`src/rtl/sseg_scan_ctrl_if.sv`:
```
// Producer-side handshake for sseg_scan_ctrl: hex nibbles plus decimal points offered with valid/ready.
interface sseg_scan_ctrl_if #(
    parameter int DIGITS = 4
);
    logic [4*DIGITS-1:0] value;
    logic                value_valid;
    logic                value_ready;
    logic [DIGITS-1:0]   dp_in;

    modport master (output value, value_valid, dp_in, input value_ready);
    modport slave  (input value, value_valid, dp_in, output value_ready);
endinterface

```
`src/rtl/sseg_scan_ctrl.sv`:
```
// Multiplexed 7-segment scanner; registered outputs lag cnt/idx/shadow by one cycle.
// One pending frame buffer: value_ready drops after a transfer until it commits at frame end or while disabled.
module sseg_scan_ctrl #(
    parameter int DIGITS      = 4,
    parameter int REFRESH_DIV = 50000,
    parameter int DEAD        = 500
) (
    input  logic                clk,
    input  logic                reset,
    input  logic                en,
    input  logic                blank_lz,
    sseg_scan_ctrl_if.slave     bus,
    output logic [6:0]          hex,
    output logic                dp_n,
    output logic [DIGITS-1:0]   an
);
    localparam int CW = $clog2(REFRESH_DIV);
    localparam int IW = (DIGITS > 1) ? $clog2(DIGITS) : 1;

    typedef enum logic {OFF, SCAN} state_t;

    state_t              state_q, state_d;
    logic [CW-1:0]       cnt_q;
    logic [IW-1:0]       idx_q;
    logic [4*DIGITS-1:0] pend_q, shadow_q;
    logic [DIGITS-1:0]   pend_dp_q, shadow_dp_q;
    logic                full_q, full_d, ready_q;
    logic                scan, wrap, commit, xfer;
    logic [3:0]          nib;
    logic                dp_sel, blank;
    logic [DIGITS-1:0]   an_d;
    logic [6:0]          hex_d;
    logic                dp_d;

    function automatic logic [6:0] glyph(input logic [3:0] n);
        case (n)
            4'h0: glyph = 7'h40;  4'h1: glyph = 7'h79;
            4'h2: glyph = 7'h24;  4'h3: glyph = 7'h30;
            4'h4: glyph = 7'h19;  4'h5: glyph = 7'h12;
            4'h6: glyph = 7'h02;  4'h7: glyph = 7'h78;
            4'h8: glyph = 7'h00;  4'h9: glyph = 7'h10;
            4'hA: glyph = 7'h08;  4'hB: glyph = 7'h03;
            4'hC: glyph = 7'h46;  4'hD: glyph = 7'h21;
            4'hE: glyph = 7'h06;  default: glyph = 7'h0E;
        endcase
    endfunction

    always_comb begin
        state_d = state_q;
        case (state_q)
            OFF:     if (en)  state_d = SCAN;
            SCAN:    if (!en) state_d = OFF;
            default: state_d = OFF;
        endcase

        // Leaving SCAN takes effect in the same cycle en falls.
        scan   = (state_d == SCAN);
        wrap   = scan && (cnt_q == CW'(REFRESH_DIV - 1));
        commit = !en || (wrap && (idx_q == IW'(DIGITS - 1)));
        xfer   = bus.value_valid && ready_q;
        full_d = xfer ? 1'b1 : (commit ? 1'b0 : full_q);

        nib    = 4'h0;
        dp_sel = 1'b0;
        blank  = blank_lz && (idx_q != '0);
        for (int i = 0; i < DIGITS; i++) begin
            if (IW'(i) == idx_q) begin
                nib    = shadow_q[4*i +: 4];
                dp_sel = shadow_dp_q[i];
            end
            if (IW'(i) >= idx_q && shadow_q[4*i +: 4] != 4'h0)
                blank = 1'b0;
        end

        an_d  = '1;
        hex_d = 7'h7F;
        dp_d  = 1'b1;
        if (scan && cnt_q >= CW'(DEAD)) begin
            an_d  = ~(DIGITS'(1) << idx_q);
            hex_d = blank ? 7'h7F : glyph(nib);
            dp_d  = ~dp_sel;
        end
    end

    always_ff @(posedge clk) begin
        if (reset) begin
            state_q     <= OFF;
            cnt_q       <= '0;
            idx_q       <= '0;
            pend_q      <= '0;
            pend_dp_q   <= '0;
            shadow_q    <= '0;
            shadow_dp_q <= '0;
            full_q      <= 1'b0;
            ready_q     <= 1'b0;
            an          <= '1;
            hex         <= 7'h7F;
            dp_n        <= 1'b1;
        end else begin
            state_q <= state_d;
            if (!scan) begin
                cnt_q <= '0;
                idx_q <= '0;
            end else if (wrap) begin
                cnt_q <= '0;
                idx_q <= (idx_q == IW'(DIGITS - 1)) ? '0 : idx_q + 1'b1;
            end else begin
                cnt_q <= cnt_q + 1'b1;
            end
            // Commit copies the old pending contents even if a new transfer lands this cycle.
            if (commit) begin
                shadow_q    <= pend_q;
                shadow_dp_q <= pend_dp_q;
            end
            if (xfer) begin
                pend_q    <= bus.value;
                pend_dp_q <= bus.dp_in;
            end
            full_q  <= full_d;
            ready_q <= !full_d;
            an      <= an_d;
            hex     <= hex_d;
            dp_n    <= dp_d;
        end
    end

    assign bus.value_ready = ready_q;
endmodule

```
`src/flat_wrapper.sv`:
```
// flat-port wrapper written by rule: the top's interface ports become plain ports
module sseg_scan_ctrl_flat 
#(
    parameter int DIGITS      = 4,
    parameter int REFRESH_DIV = 50000,
    parameter int DEAD        = 500
)
  (clk, reset, en, blank_lz, hex, dp_n, an, bus_value, bus_value_valid, bus_dp_in, bus_value_ready);
  sseg_scan_ctrl_if #(.DIGITS(DIGITS)) bus_i ();
  input  logic clk;
  input  logic reset;
  input  logic en;
  input  logic blank_lz;
  output logic [6:0] hex;
  output logic dp_n;
  output logic [DIGITS-1:0] an;
  input wire logic [$bits(bus_i.value)-1:0] bus_value;
  input wire logic [$bits(bus_i.value_valid)-1:0] bus_value_valid;
  input wire logic [$bits(bus_i.dp_in)-1:0] bus_dp_in;
  output wire logic [$bits(bus_i.value_ready)-1:0] bus_value_ready;
  assign bus_i.value = bus_value;
  assign bus_i.value_valid = bus_value_valid;
  assign bus_i.dp_in = bus_dp_in;
  assign bus_value_ready = bus_i.value_ready;
  sseg_scan_ctrl #(.DIGITS(DIGITS), .REFRESH_DIV(REFRESH_DIV), .DEAD(DEAD)) u_core (.clk(clk), .reset(reset), .en(en), .blank_lz(blank_lz), .bus(bus_i), .hex(hex), .dp_n(dp_n), .an(an));
endmodule
```
`config.mk`:
```
export PLATFORM = sky130hd
export DESIGN_NAME = sseg_scan_ctrl_flat
export DESIGN_NICKNAME = d
export VERILOG_FILES = /design/src/rtl/sseg_scan_ctrl_if.sv /design/src/rtl/sseg_scan_ctrl.sv /design/src/flat_wrapper.sv
export SDC_FILE = /design/constraint.sdc
export NUM_CORES = 1
export LEC_CHECK = 0
export BUFFER_PORTS_ARGS = -buffer_cell sky130_fd_sc_hd__buf_2
export CAP_MARGIN = 20
export CORE_MARGIN = 5
export CORE_UTILIZATION = 40
export DETAILED_ROUTE_END_ITERATION = 8
export MAX_ROUTING_LAYER = met4
export PLACE_DENSITY = 0.62
export SYNTH_ARGS = -nofsm -noshare
export SYNTH_HDL_FRONTEND = slang
export SYNTH_SLANG_ARGS = --single-unit
```
`constraint.sdc`:
```
create_clock -name clk -period 3.25 [get_ports clk]
set_input_delay 0.65 -clock clk [delete_from_list [all_inputs] [get_ports clk]]
set_output_delay 0.65 -clock clk [all_outputs]
set_load 0.01 [all_outputs]
```
# ---- Yosys cells after proc, flatten, opt, wreduce, memory -nomap -nowiden
# Memories as Yosys holds them, arrays and structs flattened. A register that Yosys moved wholly into a read port is not among the register bits.
# Cells that the tools add are included.
# W data, S select, Z words.
dict set report totals {
  ff_bits 65
  latchBits 0
  ram_bits 0
  mem_bits_ro 112
  in_bits 25
  output_inout_bits 13
  elab_cells 66
  n_memories 1
}
# name words width rd rd_ports_with_merged_regs write_ports line
set mem_list {}
lappend mem_list {{(name not given)} 16 7 1 1 0 sseg_scan_ctrl.sv:36} ;# case (n)
dict set report op_classes {
  add_sub_neg 2
  n_mul 0
  div_mod_pow 0
  order_cmp 5
  n_eq_ne 5
  shift 1
  n_mux 16
  bitwise 4
  reduce_logical 22
}
# op count
set op_table {}
lappend op_table {{$add A16 B1 Y16 const B} 1}
lappend op_table {{$eq A16 B16 Y1 const B} 1}
lappend op_table {{$ge A16 B9 Y1 const B} 1}
lappend op_table {{$mux W4} 4}
lappend op_table {{$reduce_bool A4 Y1} 4}
lappend op_table {{$mux W1} 11}
lappend op_table {{$logic_and A1 B1 Y1} 9}
lappend op_table {{$reduce_or A3 Y1} 2}
lappend op_table {{$eq A2 B2 Y1 const A} 2}
lappend op_table {{$ge A1 B2 Y1 const A} 2}
lappend op_table {{$ge A2 B2 Y1 const A} 2}
lappend op_table {{$not A4 Y4} 1}
lappend op_table {{$reduce_or A2 Y1} 2}
lappend op_table {{$shl A1 B2 Y4 const A} 1}
lappend op_table {{$not A1 Y1} 3}
lappend op_table {{$add A2 B1 Y2 const B} 1}
lappend op_table {{$eq A1 B2 Y1 const A} 1}
lappend op_table {{$eq A2 B2 Y1 const B} 1}
lappend op_table {{$logic_not A1 Y1} 2}
lappend op_table {{$logic_not A2 Y1} 1}
lappend op_table {{$mux W2} 1}
lappend op_table {{$reduce_bool A2 Y1} 1}
lappend op_table {{$logic_or A1 B1 Y1} 1}

# ---- Longest topological paths before layout
dict set report logic_depth {
  depth_word 7
  mapped_depth 11
  mapped_depth_nobuf 10
}

# ---- Worst setup path after synthesis
# OpenSTA, ideal clock, no wires.
dict set report synth_path {
  path_type {register -> register}
  start {register u_core.idx_q[1]}
  end {register u_core.hex[6]}
  setup_ns 0.117
  t_arrival_ns 2.221
  required_ns 3.133
  path_slack_ns 0.912
  path_stages_with_launch 11
  n_path_buf 1
  synth_period_minus_slack_ns 2.338
  path_cell_list {dfxtp_1 > inv_1 > ha_1 > buf_2 > nand3b_1 > a221oi_1 > inv_1 > ha_1 > mux2_2 > a22oi_1 > nand2_1}
}
dict set report synth_between {
  elab_chain_len 7
  word_cells_on_any_way 23
  classes_between {order compare: 4; eq/ne: 3; mux: 8; reduce/logical: 8}
}
# element line
set synth_rtl {}
lappend synth_rtl {{start: declaration} sseg_scan_ctrl.sv:24} ;# logic [IW-1:0] idx_q;
lappend synth_rtl {{start signal: assignment} sseg_scan_ctrl.sv:106} ;# idx_q <= (idx_q == IW'(DIGITS - 1)) ? '0 : idx_q + 1'b1;
lappend synth_rtl {{$ge A1 B2 Y1 / $reduce_bool A2 Y1 (equally long branches)} {sseg_scan_ctrl.sv:71, sseg_scan_ctrl.sv:65}}
lappend synth_rtl {{$logic_and A1 B1 Y1, on equally long branches} {sseg_scan_ctrl.sv:71, sseg_scan_ctrl.sv:65}}
lappend synth_rtl {{$mux W1 (4 in a row)} sseg_scan_ctrl.sv:71} ;# if (IW'(i) >= idx_q && shadow_q[4*i +: 4] != 4'h0)
lappend synth_rtl {{$reduce_or A3 Y1 (no line)} n/a}
lappend synth_rtl {{end: declaration} sseg_scan_ctrl.sv:13} ;# output logic [6:0] hex,
# Several ways; a longest one is shown, not always the timed one.
# A chain may end at the register's enable or synchronous reset.

# ---- Worst setup path after layout
dict set report layout_path {
  start {register u_core.idx_q[0]}
  end {register u_core.hex[6]}
}
# Same word-level chain as after synthesis.

==> flow_summary.yaml <==
clock_tree:
  clkSlewWorstSetupHoldPaths_ps: 70
  clock_sink_count: 72
  cts_inserted_buffers: 9
  clock_tree.buffer_depth: 2
  clk-insertion-delay-late_ps: 340
  total_of_hold_buffers_inserted_after_clock_tree_synthesis: 0
  cts_resized: 0
  post_cts_buffers: 0
  cts_tree: "built"
  cts-htree-levels: 3
  cts-root-buf: "clkbuf_8"
setup_path:
  worst-endpoint-arrival_ps: 2890
  critPathMaxFanout: 17
  worstSetupPathType: "reg2reg"
  setup.worst_path.start_class: "register"
  worst_path_max_delay_cell: "a221oi_1"
  critical_path.cell_chain: "ha_1 -> a211oi_1 -> a221oi_1 -> inv_1 -> ha_1 -> mux2_2 -> a22oi_1 -> nand2_1"
  crit_required_ps: 3490
  worst_path_most_repeated_cell: "ha_1"
  cp_slowest_stage_delay_ps: 570
  end_kind: "register"
synthesis:
  synth_enable_flop_cells: 0
  synth_ff_type: "dfxtp_1"
  synth_fp_nets: 391
  synth_cells: 353
  netlist_top_cells_count: "72 x dfxtp_1, 62 x nand2_1, 43 x nor2_1"
  synth_seq_area_share_pct: 45.6
  postSynth.asyncResetShare_pct: 0
  syn-mean-instance-area_sq_um: 8.95
  synth.largest_area_cell: "dfxtp_1"
  netlist_area_sq_um: 3160
  post_synth_main_area_contributors: "dfxtp_1 46%, nand2_1 7.4%, mux2i_1 7.0%"
  distinct_cell_type_count_after_synthesis: 43
  synth.yosys.warnings: 0
  fraction_of_post_synthesis_cell_area_in_the_top_cell_type_by_area_pct: 45.6
  synthMostInstantiatedCell: "dfxtp_1"
  synth_seq_cells: 72
status:
  outcome: "finished, final reports clean"
sta:
  final.period_utilization_pct: 81.7
  highest_clock_rate_mhz: 377
  finalCriticalPeriod_ps: 2660
  worstMarginPinSlew_ps: 809
  whs_ps: 457
  finalMaxSlewViolations: 0
  final-setup-viol-count: 0
  fin_worst_skew_ps: 4.96
  relSlewSlack_pct: 46.1
  post-route-worst-setup-slack_ps: 594
  rsz0062_at_grt: "false"
  setup_total_negative_slack_ps: 0
  timing.final.hold_violations: 0
grt:
  grt_pass1_vias: 2303
  grt_max_degree: 43
  grt_remaining_overflow: 0
  first_pass_grt_wire_length_mm: 10.5
  antenna_found_initial: 0
  grt_util_all_layers_pct: 13.6
final_layout:
  flow.area_growth_from_synthesis_pct: 13.7
  post_route_cells_drive_above_1_share_pct: 16.7
  finalNonFillerCells: 492
  layout.nets: 423
  diode_count: 0
  utilization_pct: 46.5
drt:
  route.final.wire_length_mm: 6.11
  drc: 0
  drt-wirelength-per-cell_microns: 12.4
  final_antenna_net_count: 0
  number_of_drc_markers_after_the_initial_detailed_route_iteration: 90
  viasPerCell: 4.89
  detailroute.via_count: 2408
  drt-pass1-iter-count: 4
place:
  post-place-cells: 476
  dp_slack_ps: 590
  detailedPlacementHpwl_mm: 4.27
  io_buffer_count: 37
  gp_congestion: 0.824
run:
  maxCapViolCount: 0
floorplan:
  floorplan.initialDensity_pct: 40.9
  die-area_sq_um: 9780
  core_area_sq_um: 7730
  dieHeight_microns: 98.9
  die_w_microns: 98.9
  floorplan.rows: 32
  boundaryPins: 38
power_and_ir_drop:
  leakagePower_nw: 1.35
  p_per_area_nw_per_um2: 486
  vdd_ir_drop_max_mv: 0.318
hold_path:
  timing.hold.worst.class: "reg2reg"
[final timing paths]
| kind | from | to | slack [ps] | depth (start not counted) |
|---|---|---|---|---|
| min reg2reg | u_core.pend_dp_q[2] | u_core.pend_dp_q[2] | 460 | 2 |
| min | u_core.pend_dp_q[2] | u_core.pend_dp_q[2] | 460 | 2 |
| max reg2reg | u_core.idx_q[0] | u_core.hex[6] | 590 | 8 |
| max | u_core.idx_q[0] | u_core.hex[6] | 590 | 8 |
[flip-flops by register name (all words and copies together), names as in the netlist]
name                    cells
u_core.an                   4
u_core.bus.value_ready      1
u_core.cnt_q               16
u_core.dp_n                 1
u_core.full_q               1
u_core.hex                  7
u_core.idx_q                2
u_core.pend_dp_q            4
u_core.pend_q              16
u_core.shadow_dp_q          4
u_core.shadow_q            16
[power breakdown]
part           total [mW]  leakage, nW  switching, mW  internal, mW
Combinational      0.0926        0.662         0.0537        0.0389
Sequential          0.914        0.584         0.0122         0.902
Clock               0.739        0.109          0.322         0.417
[per-stage QoR]
step / cell area (sq um) / power [mW]
floorplan: 3160 / 1.00
global placement: 3380 / 1.03
detailed placement: 3380 / 1.03
CTS: 3590 / 1.77
global route: 3590 / 1.82
finish: 3590 / 1.75
[worst max-delay path: cells and delay by family, from the launching register on]
family	cells	cell delay, ps
AO/OA/AOI/OAI	3	810
adder cells (fa/ha/maj)	2	790
flip-flops	1	410
multiplexers	1	270
buffers and inverters	1	210
AND/OR/NAND/NOR	1	60
[cell families (layout without fill, tap and decap cells)]
logic type / Yosys count / in the layout / share of synthesized area [%]
buffers and inverters: 34 / 71 / 5.54
and+or+nand+nor: 145 / 145 / 21.7
adders and majority gates: 13 / 13 / 5.15
DFF: 72 / 72 / 45.6
AOI/OAI and AO/OA: 51 / 51 / 10.4
xor gates and xnor gates: 14 / 14 / 3.88
muxes: 24 / 24 / 7.68
[layout make-up]
| type | instances | area (sq um) |
|---|---|---|
| clock inverter | 4 | 51.3 |
| sequential | 72 | 1440 |
| timing repair buffer | 40 | 208 |
| tap | 102 | 128 |
| clock buffer | 12 | 165 |
| multi-input combinational | 247 | 1540 |
| inverter | 15 | 56.3 |
| fill | 770 | 4130 |
[cell usage in the layout, fill, tap and decap left out, types with 4 or more instances in the layout]
cell type / netlist / routed
dfxtp_1: 72 / 72
mux2i_1: 22 / 22
xnor2_1: 9 / 9
nor4_1: 4 / 4
nor2_1: 43 / 43
ha_1: 13 / 13
nand2_1: 62 / 62
o211ai_1: 5 / 5
buf_2: 5 / 37
xor2_1: 5 / 5
nand3_1: 5 / 5
nand2b_1: 4 / 4
a21oi_1: 28 / 28
nand3b_1: 4 / 4
inv_1: 15 / 15
nor3b_1: 4 / 4
clkbuf_8: 0 / 12
[layer usage]
metal | vias to the layer above | global-route usage, % | routed length [microns]
li1 | 1248 | - | -
met1 | 1106 | 15.6 | 2830
met2 | 45 | 21.4 | 2860
met3 | 9 | 5.10 | 316
met4 | 0 | 5.46 | 97
met5 | - | - | 0
Power figures use the tool's default switching activity.
